**config.mk**
```make
export PLATFORM = sky130hd
export DESIGN_NAME = keypad_scan_mux
export DESIGN_NICKNAME = d
export VERILOG_FILES = /design/src/rtl/keypad_scan_mux.sv
export SDC_FILE = /design/constraint.sdc
export NUM_CORES = 1
export LEC_CHECK = 0
export ABC_AREA = 1
export CORE_MARGIN = 3
export CORE_UTILIZATION = 40
export DETAILED_ROUTE_END_ITERATION = 7
export DONT_BUFFER_PORTS = 1
export GPL_TIMING_DRIVEN = 0
export HOLD_SLACK_MARGIN = 0.12
export PLACE_DENSITY = 0.56
export SLEW_MARGIN = 20
export SYNTH_ARGS = -nofsm -noshare
export SYNTH_HDL_FRONTEND = slang
export SYNTH_SLANG_ARGS = --single-unit
```
**constraint.sdc**
```tcl
create_clock -name int_osc -period 2.95 [get_ports int_osc]
set_input_delay 0.4425 -clock int_osc [delete_from_list [all_inputs] [get_ports int_osc]]
set_output_delay 0.4425 -clock int_osc [all_outputs]
set_load 0.1 [all_outputs]
```
**src/rtl/keypad_scan_mux.sv**
```systemverilog
// keypad_scan_mux
//   Keypad front end for a ROWS x COLS switch matrix. Walks an active-low
//   column strobe across the matrix, debounces presses and releases, and
//   emits a one-cycle strobe per accepted key. The last NUM_DIGITS key codes
//   are kept in a shift history. That history is time-multiplexed onto a
//   shared digit bus with one-hot digit enables for an external decoder.
//
//   Optional build macro:
//     KEY_REPEAT_EN - while a key is held, re-emit it every REPEAT_SCANS ticks
//
// Ports
//   int_osc   : system clock
//   reset     : synchronous, active-high reset
//   row       : keypad rows, active-low, asynchronous (2-flop synchronised)
//   cols      : column drive, active-low, exactly one bit low
//   key_code  : last accepted code, row_idx*COLS + col_idx
//   key_valid : one-cycle strobe when a code is accepted
//   digits    : code history, [KW-1:0] is the most recent entry
//   dig_sel   : one-hot digit enable, active-high
//   dig_val   : history entry for the currently enabled digit

module keypad_scan_mux #(
  parameter int ROWS         = 4,
  parameter int COLS         = 4,
  parameter int SCAN_DIV     = 100000,
  parameter int DEB_SCANS    = 20,
  parameter int NUM_DIGITS   = 2,
  parameter int MUX_DIV      = 100000,
  parameter int REPEAT_SCANS = 50,
  localparam int KW = (ROWS * COLS > 1) ? $clog2(ROWS * COLS) : 1
) (
  input  logic                     int_osc,
  input  logic                     reset,
  input  logic [ROWS-1:0]          row,
  output logic [COLS-1:0]          cols,
  output logic [KW-1:0]            key_code,
  output logic                     key_valid,
  output logic [NUM_DIGITS*KW-1:0] digits,
  output logic [NUM_DIGITS-1:0]    dig_sel,
  output logic [KW-1:0]            dig_val
);

  localparam int RW = (ROWS > 1)       ? $clog2(ROWS)       : 1;
  localparam int CW = (COLS > 1)       ? $clog2(COLS)       : 1;
  localparam int SW = (SCAN_DIV > 1)   ? $clog2(SCAN_DIV)   : 1;
  localparam int MW = (MUX_DIV > 1)    ? $clog2(MUX_DIV)    : 1;
  localparam int DW = (DEB_SCANS > 1)  ? $clog2(DEB_SCANS)  : 1;
  localparam int IW = (NUM_DIGITS > 1) ? $clog2(NUM_DIGITS) : 1;

  localparam logic [1:0] ST_SCAN     = 2'd0;
  localparam logic [1:0] ST_DEBOUNCE = 2'd1;
  localparam logic [1:0] ST_HELD     = 2'd2;
  localparam logic [1:0] ST_RELEASE  = 2'd3;

  if (ROWS < 1 || COLS < 1 || SCAN_DIV < 1 || DEB_SCANS < 1 ||
      NUM_DIGITS < 1 || MUX_DIV < 1 || REPEAT_SCANS < 1) begin : g_param_check
    $error("keypad_scan_mux: all size and divider parameters must be >= 1");
  end

  // ---------------------------------------------------------------------------
  // Row synchroniser
  // ---------------------------------------------------------------------------
  logic [ROWS-1:0] row_meta;
  logic [ROWS-1:0] row_sync;

  always_ff @(posedge int_osc) begin
    if (reset) begin
      row_meta <= '1;
      row_sync <= '1;
    end else begin
      row_meta <= row;
      row_sync <= row_meta;
    end
  end

  // ---------------------------------------------------------------------------
  // Scan tick prescaler
  // ---------------------------------------------------------------------------
  logic [SW-1:0] presc;
  logic          tick;

  assign tick = (presc == SW'(SCAN_DIV - 1));

  always_ff @(posedge int_osc) begin
    if (reset)     presc <= '0;
    else if (tick) presc <= '0;
    else           presc <= presc + 1'b1;
  end

  // ---------------------------------------------------------------------------
  // Scan / debounce state machine
  // ---------------------------------------------------------------------------
  logic [1:0]    state, state_n;
  logic [CW-1:0] col_idx, col_n, col_inc;
  logic [RW-1:0] cap_row, cap_n;
  logic [DW-1:0] cnt, cnt_n;
  logic          any_low;
  logic [RW-1:0] low_idx;
  logic          cap_low;
  logic          shift;
  logic [RW-1:0] shift_row;
  logic [KW-1:0] shift_code;
  logic [NUM_DIGITS-1:0][KW-1:0] hist;

`ifdef KEY_REPEAT_EN
  localparam int PW = (REPEAT_SCANS > 1) ? $clog2(REPEAT_SCANS) : 1;
  logic [PW-1:0] rep_cnt, rep_n;
`endif

  assign cols    = ~(COLS'(1) << col_idx);
  assign col_inc = (col_idx == CW'(COLS - 1)) ? '0 : col_idx + 1'b1;
  assign cap_low = ~row_sync[cap_row];

  // Lowest-index low row wins when several rows are pressed together.
  always_comb begin
    any_low = 1'b0;
    low_idx = '0;
    for (int unsigned i = 0; i < ROWS; i++) begin
      if (!row_sync[i] && !any_low) begin
        any_low = 1'b1;
        low_idx = RW'(i);
      end
    end
  end

  assign shift_code = KW'(int'(shift_row) * COLS + int'(col_idx));

  // Debounce counts stable ticks after the capture tick; the capture tick
  // itself is the first stable one, so acceptance fires when the count would
  // reach DEB_SCANS-1. A single-tick debounce accepts straight from SCAN.
  always_comb begin
    state_n   = state;
    col_n     = col_idx;
    cap_n     = cap_row;
    cnt_n     = cnt;
    shift     = 1'b0;
    shift_row = cap_row;
`ifdef KEY_REPEAT_EN
    rep_n     = rep_cnt;
`endif
    if (tick) begin
      case (state)
        ST_SCAN: begin
          shift_row = low_idx;
          if (any_low) begin
            cap_n = low_idx;
            cnt_n = '0;
            if (DEB_SCANS == 1) begin
              shift   = 1'b1;
              state_n = ST_HELD;
            end else begin
              state_n = ST_DEBOUNCE;
            end
          end else begin
            col_n = col_inc;
          end
        end
        ST_DEBOUNCE: begin
          if (cap_low) begin
            if (cnt == DW'(DEB_SCANS - 2)) begin
              shift   = 1'b1;
              cnt_n   = '0;
              state_n = ST_HELD;
            end else begin
              cnt_n = cnt + 1'b1;
            end
          end else begin
            state_n = ST_SCAN;
            col_n   = col_inc;
          end
        end
        ST_HELD: begin
          if (!cap_low) begin
            cnt_n = '0;
            if (DEB_SCANS == 1) begin
              state_n = ST_SCAN;
              col_n   = col_inc;
            end else begin
              state_n = ST_RELEASE;
            end
          end
`ifdef KEY_REPEAT_EN
          else begin
            // A repeat that would land right after a strobe waits a tick.
            if (rep_cnt == PW'(REPEAT_SCANS - 1)) begin
              if (!key_valid) begin
                shift = 1'b1;
                rep_n = '0;
              end
            end else begin
              rep_n = rep_cnt + 1'b1;
            end
          end
`endif
        end
        default: begin // ST_RELEASE
          if (!cap_low) begin
            if (cnt == DW'(DEB_SCANS - 2)) begin
              state_n = ST_SCAN;
              col_n   = col_inc;
            end else begin
              cnt_n = cnt + 1'b1;
            end
          end else begin
            state_n = ST_HELD;
          end
        end
      endcase
    end
`ifdef KEY_REPEAT_EN
    if (state_n == ST_HELD && state != ST_HELD) rep_n = '0;
`endif
  end

  always_ff @(posedge int_osc) begin
    if (reset) begin
      state     <= ST_SCAN;
      col_idx   <= '0;
      cap_row   <= '0;
      cnt       <= '0;
      key_code  <= '0;
      key_valid <= 1'b0;
      hist      <= '0;
    end else begin
      state     <= state_n;
      col_idx   <= col_n;
      cap_row   <= cap_n;
      cnt       <= cnt_n;
      key_valid <= shift;
      if (shift) begin
        key_code <= shift_code;
        hist[0]  <= shift_code;
        for (int unsigned i = 1; i < NUM_DIGITS; i++) begin
          hist[i] <= hist[i-1];
        end
      end
    end
  end

`ifdef KEY_REPEAT_EN
  always_ff @(posedge int_osc) begin
    if (reset) rep_cnt <= '0;
    else       rep_cnt <= rep_n;
  end
`endif

  assign digits = hist;

  // ---------------------------------------------------------------------------
  // Display multiplexer
  // ---------------------------------------------------------------------------
  logic [MW-1:0] mux_cnt;
  logic [IW-1:0] mux_idx;
  logic          mux_wrap;

  assign mux_wrap = (mux_cnt == MW'(MUX_DIV - 1));

  // dig_sel/dig_val are registered from mux_idx and hist, so both follow a
  // slot change or a history shift one cycle later and always stay paired.
  always_ff @(posedge int_osc) begin
    if (reset) begin
      mux_cnt <= '0;
      mux_idx <= '0;
      dig_sel <= NUM_DIGITS'(1);
      dig_val <= '0;
    end else begin
      if (mux_wrap) begin
        mux_cnt <= '0;
        mux_idx <= (mux_idx == IW'(NUM_DIGITS - 1)) ? '0 : mux_idx + 1'b1;
      end else begin
        mux_cnt <= mux_cnt + 1'b1;
      end
      dig_sel <= NUM_DIGITS'(1) << mux_idx;
      dig_val <= hist[mux_idx];
    end
  end

endmodule
```
==> flow_summary.toml <==
[run_status]
status = "complete, no violations"

[floorplan]
die-area_um2 = 9330
die_x_um = 96.6
core.rowCount = 32
core_um2 = 7850
die_y_um = 96.6
initial_core_util_pct = 41.9
io_pins = 29

[synthesis]
synth-edff-count = 0
syn_area_per_cell_um2 = 7.45
synthCells = 441
synth_cell_types = 33
synth_area_um2 = 3280
ys_async_sr_fraction_pct = 0
yosysWarnings = 0
ys_ff_latch = 69
yosysSeqAreaShare_pct = 42.1
syn_nets = 459
synth-main-ff-cell = "dfxtp_1"

[placed_design]
io_buffers = 0
hpwl_um = 4770
preCtsSetupSlack_ns = 1.07
gp_congestion = 0.838

[timing]
max_freq_mhz = 445
layout_setup_ws_ns = 0.702
hold_ws_ns = 0.195
relSlewSlack_pct = 30.1
fin_crit_sh_pct = 76.2
tns_ns = 0
fin_crit_ns = 2.25
skew_ns = 0.0132
worst_pin_slew_ns = 1.05
slew_violations = 0
rsz0062_at_grt = "no"
finalHoldViolCount = 0
setup_viol = 0

[pwr]
ir_drop_mv = 0.268
cellPowerDensity_nw_per_um2 = 509
power.total_mw = 1.85
leakagePower_nw = 1.50

[routing]
wirelength_um = 6470
first_pass_iters = 4
ant_nets = 0
vias = 2673
drc = 0
avgViaCountPerCell = 4.78
wl_per_cell_um = 11.6
drtIter0Drc = 156

[critical_path]
critPathTopFamily = "flip-flops"
arrival_ns = 1.81
worstSetupStartpoint = "digits[3]$_SDFFE_PP0P_"
cp.required_ns = 2.51
cp_max_fo = 4
path_cells = "buf_4"
cp-start-kind = "flip-flop"
cp_slowest_stage_delay_ns = 1.01
critPathKind = "reg -> out"
r2r_start = "presc[0]$_SDFF_PP0_"
end_kind = "output port"
path_buf_inv = 1
crit_path_top_delay_cell = "dfxtp_1"

[worst_hold_path]
min_from = "row[0]"
hold_class = "in -> reg"

[global_routing]
grt-ovfl-total = 0
grt_max_degree = 14
grt_pass1_vias = 2495
grt_pass1_wl_um = 11200
antenna_found_initial = 0
grt_use_total_pct = 14.3

[clock_network]
cts_resized = 0
clk_pin_slew_ns = 0.08
cts_hold_repair.buffers = 0
post_cts_buffers = 0
cts_max_level = 3
cts-root-buf = "clkbuf_8"
clk_path_buf_depth = 2
cts_made_buffers = 9
cts_tree = "yes"
clock_latency_ns = 0.35
clkSinkCount = 69

[layout]
drive_gt1_share_pct = 11.8
areaGrowthSynthToFinish_pct = 10.6
utilization_pct = 46.3
fin_nets = 470
n_antenna_cell = 0

[job]
cap_viol_max_count = 0
## through the flow
step / area, um2 / cells
final: 3630 / 559
after global routing: 3630 / 559
after CTS: 3630 / 559
after detailed placement: 3410 / 543
after global placement: 3410 / 543
after floorplan: 3280 / 441
## cell usage in the layout (no fill, tap or decap), types with 12 or more instances in the layout
cell / n
nand2_1: 83
dfxtp_1: 69
inv_1: 56
nor2_1: 55
nand3_1: 30
a21oi_1: 23
o21ai_0: 16
nand4_1: 15
xor2_1: 13
ha_1: 12
## sequential cells by signal (all words and copies together) (netlist names), named ones only
register / flops
mux_cnt: 17
presc: 17
digits: 8
cnt: 5
dig_val: 4
row_meta: 4
row_sync: 4
cap_row: 2
col_idx: 2
dig_sel: 2
key_valid: 1
mux_idx: 1
state: 1
## final timing paths
path / to / slack [ns] / depth (start not counted)
setup reg to reg: presc[16]$_SDFF_PP0_ / 1.13 / 9
hold reg to reg: row_sync[2]$_SDFF_PP1_ / 0.40 / 1
hold / removal: row_meta[0]$_SDFF_PP1_ / 0.20 / 1
setup / recovery: key_code[3] / 0.70 / 1
## metal layers
layer  part of all wire [%]  global-route usage [%]
met3                    4.8                    5.12
met5                      0                       0
met4                   0.91                    4.86
met2                     44                    22.7
met1                     50                    18.1
## cells in the mapped netlist, types with 11 or more instances
cell type	count	share of area, %
a21oi_1	23	3.5
dfxtp_1	69	42
ha_1	12	4.6
inv_1	56	6.4
nand2_1	83	9.5
nand3_1	30	4.6
nand4_1	15	2.9
nor2_1	55	6.3
nor3_1	11	1.7
o21ai_0	16	2.4
or2_2	11	2.1
xor2_1	13	3.5
## power by group
part	internal [mW]	leakage [nW]	switching [mW]	total, mW
combinational	0.0150	0.838	0.0295	0.0445
clock	0.478	0.106	0.378	0.856
sequential	0.943	0.559	0.00670	0.949
total	1.44	1.50	0.414	1.85
## cells by family after synthesis
kind of cell	synth area share (%)
AOI/OAI and AO/OA	7.47
xor gates and xnor gates	4.00
adders and majority gates	4.57
buffers and inverters	8.91
DFF	42.1
and+or+nand+nor	33.0
## final cells by class
cell class / instances / area (um2)
well taps: 102 / 128
fillers: 835 / 4210
clock buffers: 9 / 124
multi-input cells: 302 / 1610
flip-flops and latches: 69 / 1380
inverters: 60 / 225
clock inverters: 7 / 97.6
plain buffers: 10 / 67.6
Note: power is estimated with default switching activity, not from simulation.
